==> src/rtl/imm_gen_pipe.sv <==
// imm_gen_pipe: registered immediate generator with PC-relative target,
// buffered in a 2-entry skid buffer (head H, skid S) so in_ready is a
// flop output with no combinational path from out_ready.
module imm_gen_pipe #(
  parameter int INST_W = 32,
  parameter int DATA_W = 32,
  parameter int PC_W   = 32
) (
  input  logic              clk,
  input  logic              rst,
  input  logic              flush,
  input  logic              in_valid,
  output logic              in_ready,
  input  logic [INST_W-1:0] in_inst,
  input  logic [PC_W-1:0]   in_pc,
  input  logic [2:0]        in_imm_sel,
  output logic              out_valid,
  input  logic              out_ready,
  output logic [DATA_W-1:0] out_imm,
  output logic [PC_W-1:0]   out_target,
  output logic              out_sel_err
);

  // Entry layout: {sel_err, target, imm}
  localparam int ENT_W = DATA_W + PC_W + 1;

  typedef enum logic [1:0] {
    ST_EMPTY,
    ST_ONE,
    ST_FULL
  } state_t;

  state_t             state_q, state_d;
  logic               in_ready_q, in_ready_d;
  logic               out_valid_q, out_valid_d;
  logic [ENT_W-1:0]   h_q, h_d;
  logic [ENT_W-1:0]   s_q, s_d;
  logic [DATA_W-1:0]  new_imm;
  logic               new_err;
  logic [PC_W-1:0]    new_target;
  logic [ENT_W-1:0]   new_ent;
  logic               acc;
  logic               pop;
  logic               unused_opcode;

  // Opcode bits never contribute to any immediate format.
  assign unused_opcode = ^in_inst[6:0];

  // Decode and extend the immediate for the selected format.
  always_comb begin
    new_imm = '0;
    new_err = 1'b0;
    case (in_imm_sel)
      3'b000: new_imm = DATA_W'($signed(in_inst[31:20]));
      3'b001: new_imm = DATA_W'($signed({in_inst[31:25], in_inst[11:7]}));
      3'b010: new_imm = DATA_W'($signed({in_inst[31], in_inst[7], in_inst[30:25],
                                         in_inst[11:8], 1'b0}));
      3'b011: new_imm = DATA_W'($signed({in_inst[31:12], 12'b0}));
      3'b100: new_imm = DATA_W'($signed({in_inst[31], in_inst[19:12], in_inst[20],
                                         in_inst[30:21], 1'b0}));
      3'b101: new_imm = DATA_W'(in_inst[19:15]);
      3'b110: begin
        if (DATA_W == 64) new_imm = DATA_W'(in_inst[25:20]);
        else              new_imm = DATA_W'(in_inst[24:20]);
      end
      default: begin
        new_imm = '0;
        new_err = 1'b1;
      end
    endcase
  end

  // PC-relative target, wrapping silently modulo 2^PC_W.
  always_comb begin
    new_target = in_pc + PC_W'(new_imm);
    new_ent    = {new_err, new_target, new_imm};
  end

  // Skid-buffer next state and data moves; flush only clears validity.
  always_comb begin
    acc     = in_valid & in_ready_q;
    pop     = out_valid_q & out_ready;
    state_d = state_q;
    h_d     = h_q;
    s_d     = s_q;
    if (flush) begin
      state_d = ST_EMPTY;
    end else begin
      case (state_q)
        ST_EMPTY: begin
          if (acc) begin
            state_d = ST_ONE;
            h_d     = new_ent;
          end
        end
        ST_ONE: begin
          if (acc && !pop) begin
            state_d = ST_FULL;
            s_d     = new_ent;
          end else if (acc && pop) begin
            h_d     = new_ent;
          end else if (pop) begin
            state_d = ST_EMPTY;
          end
        end
        ST_FULL: begin
          if (pop) begin
            state_d = ST_ONE;
            h_d     = s_q;
          end
        end
        default: state_d = ST_EMPTY;
      endcase
    end
    in_ready_d  = (state_d != ST_FULL);
    out_valid_d = (state_d != ST_EMPTY);
  end

  // State, handshake flags and entry storage.
  always_ff @(posedge clk or posedge rst) begin
    if (rst) begin
      state_q     <= ST_EMPTY;
      in_ready_q  <= 1'b1;
      out_valid_q <= 1'b0;
      h_q         <= '0;
      s_q         <= '0;
    end else begin
      state_q     <= state_d;
      in_ready_q  <= in_ready_d;
      out_valid_q <= out_valid_d;
      h_q         <= h_d;
      s_q         <= s_d;
    end
  end

  assign in_ready    = in_ready_q;
  assign out_valid   = out_valid_q;
  assign out_imm     = h_q[DATA_W-1:0];
  assign out_target  = h_q[DATA_W +: PC_W];
  assign out_sel_err = h_q[ENT_W-1];

endmodule

==> config.mk <==
export PLATFORM = sky130hd
export DESIGN_NAME = imm_gen_pipe
export DESIGN_NICKNAME = d
export VERILOG_FILES = /design/src/rtl/imm_gen_pipe.sv
export SDC_FILE = /design/constraint.sdc
export NUM_CORES = 1
export LEC_CHECK = 0
export CORE_ASPECT_RATIO = 0.8
export CORE_UTILIZATION = 28
export DETAILED_ROUTE_END_ITERATION = 7
export MAX_ROUTING_LAYER = met4
export PLACE_DENSITY = 0.54
export SKIP_CTS_REPAIR_TIMING = 1
export SYNTH_ARGS = -nofsm -noshare
export SYNTH_HDL_FRONTEND = slang
export SYNTH_SLANG_ARGS = --single-unit
==> constraint.sdc <==
create_clock -name clk -period 6.1 [get_ports clk]
set_input_delay 1.22 -clock clk [delete_from_list [all_inputs] [get_ports clk]]
set_output_delay 1.22 -clock clk [all_outputs]
set_load 0.005 [all_outputs]
# After elaboration in Yosys (flattened, before gate mapping)
# Cells that the tools add are included.
[totals]
regBits = 134
[classes]
eq_ne = 13
bitwise_logic = 3
addsub = 1
n_reduce_logical = 10
mux = 14
[op_table]
columns = ["cell", "n"]
rows = [
  ["65-bit two-way mux", 4],
  ["32-bit one-hot mux with 7 select lines", 1],
  ["65-bit one-hot mux with 3 select lines", 1],
  ["32-bit adder", 1],
  ["2-bit two-way mux", 6],
  ["2-bit != test, second input constant", 5],
  ["3-bit equality test, second input constant", 3],
  ["7-bit OR reduction", 1],
  ["3-bit by 2-bit equality test with 1-bit output, second input constant", 2],
  ["2-bit one-hot mux with 3 select lines", 1],
  ["6-bit AND reduction", 1],
  ["3-bit by 1-bit equality test with 1-bit output, second input constant", 1],
  ["3-bit logical NOT", 1],
  ["3-bit AND reduction", 1],
  ["3-bit nonzero test", 1],
  ["1-bit bitwise AND", 2],
  ["2-bit by 1-bit equality test with 1-bit output, second input constant", 1],
  ["2-bit equality test, second input constant", 1],
  ["1-bit logical AND", 2],
  ["2-bit logical NOT", 1],
  ["2-bit nonzero test", 1],
  ["1-bit logical NOT", 1],
  ["1-bit two-way mux", 1],
  ["1-bit NOT", 1],
]

# Depth between registers and ports, before layout
[depth]
ltp_word = 7
depth_mapped = 18
ltp_nobuf = 15

# Worst setup path before layout
# No wires, ideal clock.
[synth_timing]
path_kind = "input to register"
from = "in in_imm_sel[2]"
to = "reg s_q[63]"
setup_ps = 125
arrival_time_ps = 4457
t_required_ps = 5975
stages = 18
setup_slack_ps = 1518
path_cell_list = "clkbuf_1 > nor2_1 > or2_2 > clkbuf_1 > and2_1 > clkbuf_1 > a21oi_1 > inv_1 > ha_1 > clkbuf_1 > nand2_1 > nor4_1 > inv_1 > o221a_2 > o21ai_1 > nor3b_1 > o21ai_0 > mux2_2"
[synth_between]
elab_chain_len = 3
word_cells_on_any_way = 9
[synth_rtl]
columns = ["item", "line_no", "source"]
rows = [
  ["from (decl)", "16", "input logic [2:0] in_imm_sel,"],
  ["3-bit equality test, or another cell as far along", "53", "case (in_imm_sel)"],
  ["32-bit one-hot mux with 7 select lines *", "53", ""],
  ["named net new_imm[20]", "38", "logic [DATA_W-1:0] new_imm;"],
  ["32-bit adder *", "75", "new_target = in_pc + PC_W'(new_imm);"],
  ["to (signal assigned)", "126", "s_q <= '0;"],
  ["to (signal assigned)", "132", "s_q <= s_d;"],
  ["to (decl)", "37", "logic [ENT_W-1:0] s_q, s_d;"],
]
# Mark *: on every way through the listed nets, which the timed path passes. The rest lies on a longest branch.
# A chain may end at the register's enable or synchronous reset.

# Worst setup path in the final report
# Ends and elaborated chain as after synthesis.

==> impl_metrics.csv <==
group,metric,value,unit
place,gp_congestion,0.879,
power,peakVddDrop,0.221,mV
timing,hold_viol_final,0,
critical_path,path_cells,"clkdlybuf4s50_1 -> nor2_1 -> or2_2 -> and2_1 -> a21oi_1 -> inv_1 -> ha_1 -> nand2_1 -> nor4_1 -> inv_1 -> o221a_2 -> o21ai_1 -> nor3b_1 -> o21ai_0 -> mux2_2",
die,num_rows,54,
yosys,yosysWarnings,0,
critical_path,slowest_stage,"clkdlybuf4s50_1",
global_routing,grt_pass1_wl,39300,um
yosys,synth.ff_latch_count,134,
timing,drv_slew,0,
route,ant_nets,0,
cts,numCtsBuffers,17,
cts,clk_pin_slew_worst_paths,60,ps
global_routing,grt_pass1_vias,6962,
cts,clk_latency,430,ps
yosys,yosysMostFrequentCell,"nand2_1",
yosys,avgSynthCellArea,7.89,um2
global_routing,grt_max_degree,108,
yosys,ys_seq_area_share,42.0,%
place,place_area,0.00963,mm2
yosys,synth_enable_flop_cells,0,
hold_path,hold_depth,2,
timing,finalCriticalPeriod,5180,ps
timing,max_freq,193,MHz
finish,area_growth,27.6,%
critical_path,slowest_delay,760,ps
timing,worst_slew_margin_rel,32.1,%
power,power.density,349,mW/mm2
timing,whs,473,ps
route,drtIter0Drc,563,
yosys,ys_top_cells_by_count,"nand2_1, dfrtp_1, a21oi_1, o21ai_0, nor2_1",
critical_path,reg2reg_slack,3390,ps
power,p_leak,4.69,nW
die,fp.dieW,191,um
critical_path,path_class,"in2reg",
finish,post-route-cell-area,0.0102,mm2
die,die_y,153,um
finish,layout.nets,1215,
timing,worst_pin_slew,1020,ps
die,initial_utilization,28.9,%
yosys,synth_top_area_share,41.7,%
timing,skew,12.8,ps
route,firstDrtPassIters,5,
finish,antenna_cells,0,
critical_path,critPathCaptureType,"register",
job,maxCapViolations,0,
yosys,syn_area,0.00799,mm2
cts,clk_path_buf_depth,2,
hold_path,hold_path_end,"s_q[52]",
yosys,postSynthCellCount,1013,
route,wl,24600,um
critical_path,path_common_cell,"inv_1",
critical_path,rr_endpoint,"h_q[58]",
yosys,synth_fp_nets,1117,
critical_path,startpoint_type,"input port",
finish,drive_gt1_share,5.78,%
route,vias_per_cell,4.95,
critical_path,r2r_cells,8,
cts,cts_tree,"built",
yosys,synth.area.top_cells,"dfrtp_1, nand2_1, a21oi_1, o21ai_0, ha_1",
hold_path,min_from,"s_q[52]",
critical_path,worst_ep_required_time,6420,ps
timing,fin_crit_sh,84.9,%
yosys,synth.distinct_cells,58,
global_routing,track_usage,18.1,%
place,place_hpwl,18100,um
timing,tns,0,ps
cts,cts-root-buf,"clkbuf_16",
die,ioPinCount,139,
route,routedWlPerCell,16.6,um
cts,cts-htree-levels,4,
yosys,ys.flop_type,"dfrtp_1",
cts,clock-sinks,134,
critical_path,worst-path-max-fanout,15,
global_routing,grt.overflow.total,0,
yosys,yosys.area.top_type,"dfrtp_1",
yosys,synth_async_sr_flop_share,100,%
place,port-buffer-count,131,
critical_path,regToRegStartpoint,"in_ready",
die,coreArea,0.0276,mm2
timing,setup_viol,0,
status,status,"finished clean",
die,dieArea,0.0292,mm2
timing,rsz0062_at_grt,"false",
hold_path,hold_path.class,"reg2reg",
route,drc,0,
route,via_count,7365,
critical_path,cp.arrival,5500,ps
global_routing,antenna_found_initial,0,
==> layout by cell type (no fill, tap or decap), types with 10 or more instances in the layout <==
master           Yosys  routed
nand3_1             21      21
and3_1              10      10
ha_1                31      31
a21oi_1            113     113
inv_1               47      46
nand2_1            210     210
nor3_1              17      17
buf_4                0      14
a21o_1              15      15
xor2_1              13      13
clkbuf_16            0      17
nor2_1              84      83
xnor2_1             10      10
o21ai_0            113     113
o21a_1              10      10
a31oi_1             14      14
dfrtp_1            133     133
clkdlybuf4s50_1      0     131
==> through the flow <==
| stage | setup WS [ps] | instances | utilization, % | power (W) |
|---|---|---|---|---|
| 6_report | 923 | 1488 | 36.9 | 0.00355 |
| 5_1_grt | 569 | 1488 | 36.9 | 0.00383 |
| 4_1_cts | 1010 | 1488 | 36.9 | 0.00360 |
| 3_5_place_dp | 535 | 1456 | 34.9 | 0.00258 |
| 3_3_place_gp | 642 | 1456 | 34.9 | 0.00256 |
| 2_1_floorplan | 1300 | 1013 | - | 0.00201 |
==> logic make-up (layout without fill, tap and decap cells) <==
group           count (synthesis)  in the layout  synth area share (%)
simple gates                  382            382                  20.3
compound gates                318            318                  23.1
flops                         134            134                  42.0
buf+inv                       113            224                  5.47
fa+ha+maj                      32             32                  5.11
xor+xnor                       23             23                  2.52
mux                            11             11                  1.46
==> how the worst max path moves through the flow <==
stage | from | to | slack [ps] | cells past startpoint
floorplan | rst | h_q[0] | 1300 | 1
global placement | in_imm_sel[2] | s_q[63] | 640 | 15
detailed placement | in_imm_sel[2] | s_q[63] | 540 | 15
CTS | in_imm_sel[2] | s_q[63] | 1010 | 15
global route | in_imm_sel[2] | s_q[63] | 570 | 15
finish | in_imm_sel[2] | s_q[63] | 920 | 15
==> critical path: cells and delay by family <==
| kind | cells | cell delay, ps |
|---|---|---|
| AND/OR/NAND/NOR | 6 | 1530 |
| AO/OA/AOI/OAI | 4 | 1060 |
| buffers and inverters | 3 | 920 |
| adder cells (fa/ha/maj) | 1 | 440 |
| multiplexers | 1 | 310 |
==> power by group <==
group | switching, W | internal, W
clock | 0.000429 | 0.000573
combinational | 0.000572 | 0.000575
sequential | 0.000178 | 0.00123
total | 0.00118 | 0.00237
==> layout make-up <==
class	count	area, um2
inverters	47	181
repair buffers	145	1420
clock buffers	18	439
flip-flops and latches	134	3350
fillers	2899	17400
multi-input cells	766	4220
clock inverters	14	124
well taps	364	455
==> metal layers <==
layer  up-vias  track usage, %  part of all wire (%)
li1       3682               -                     -
met2       178            25.8                    44
met1      3483            26.2                    50
met5         -               -                     0
met3        22            3.38                   5.3
met4         0            3.92                   1.3
==> registers in the layout, summed over array words and instances, names as in the netlist <==
name / flops
h_q: 65
s_q: 65
state_q: 2
in_ready: 1
out_valid: 1
Power figures use the tool's default switching activity.
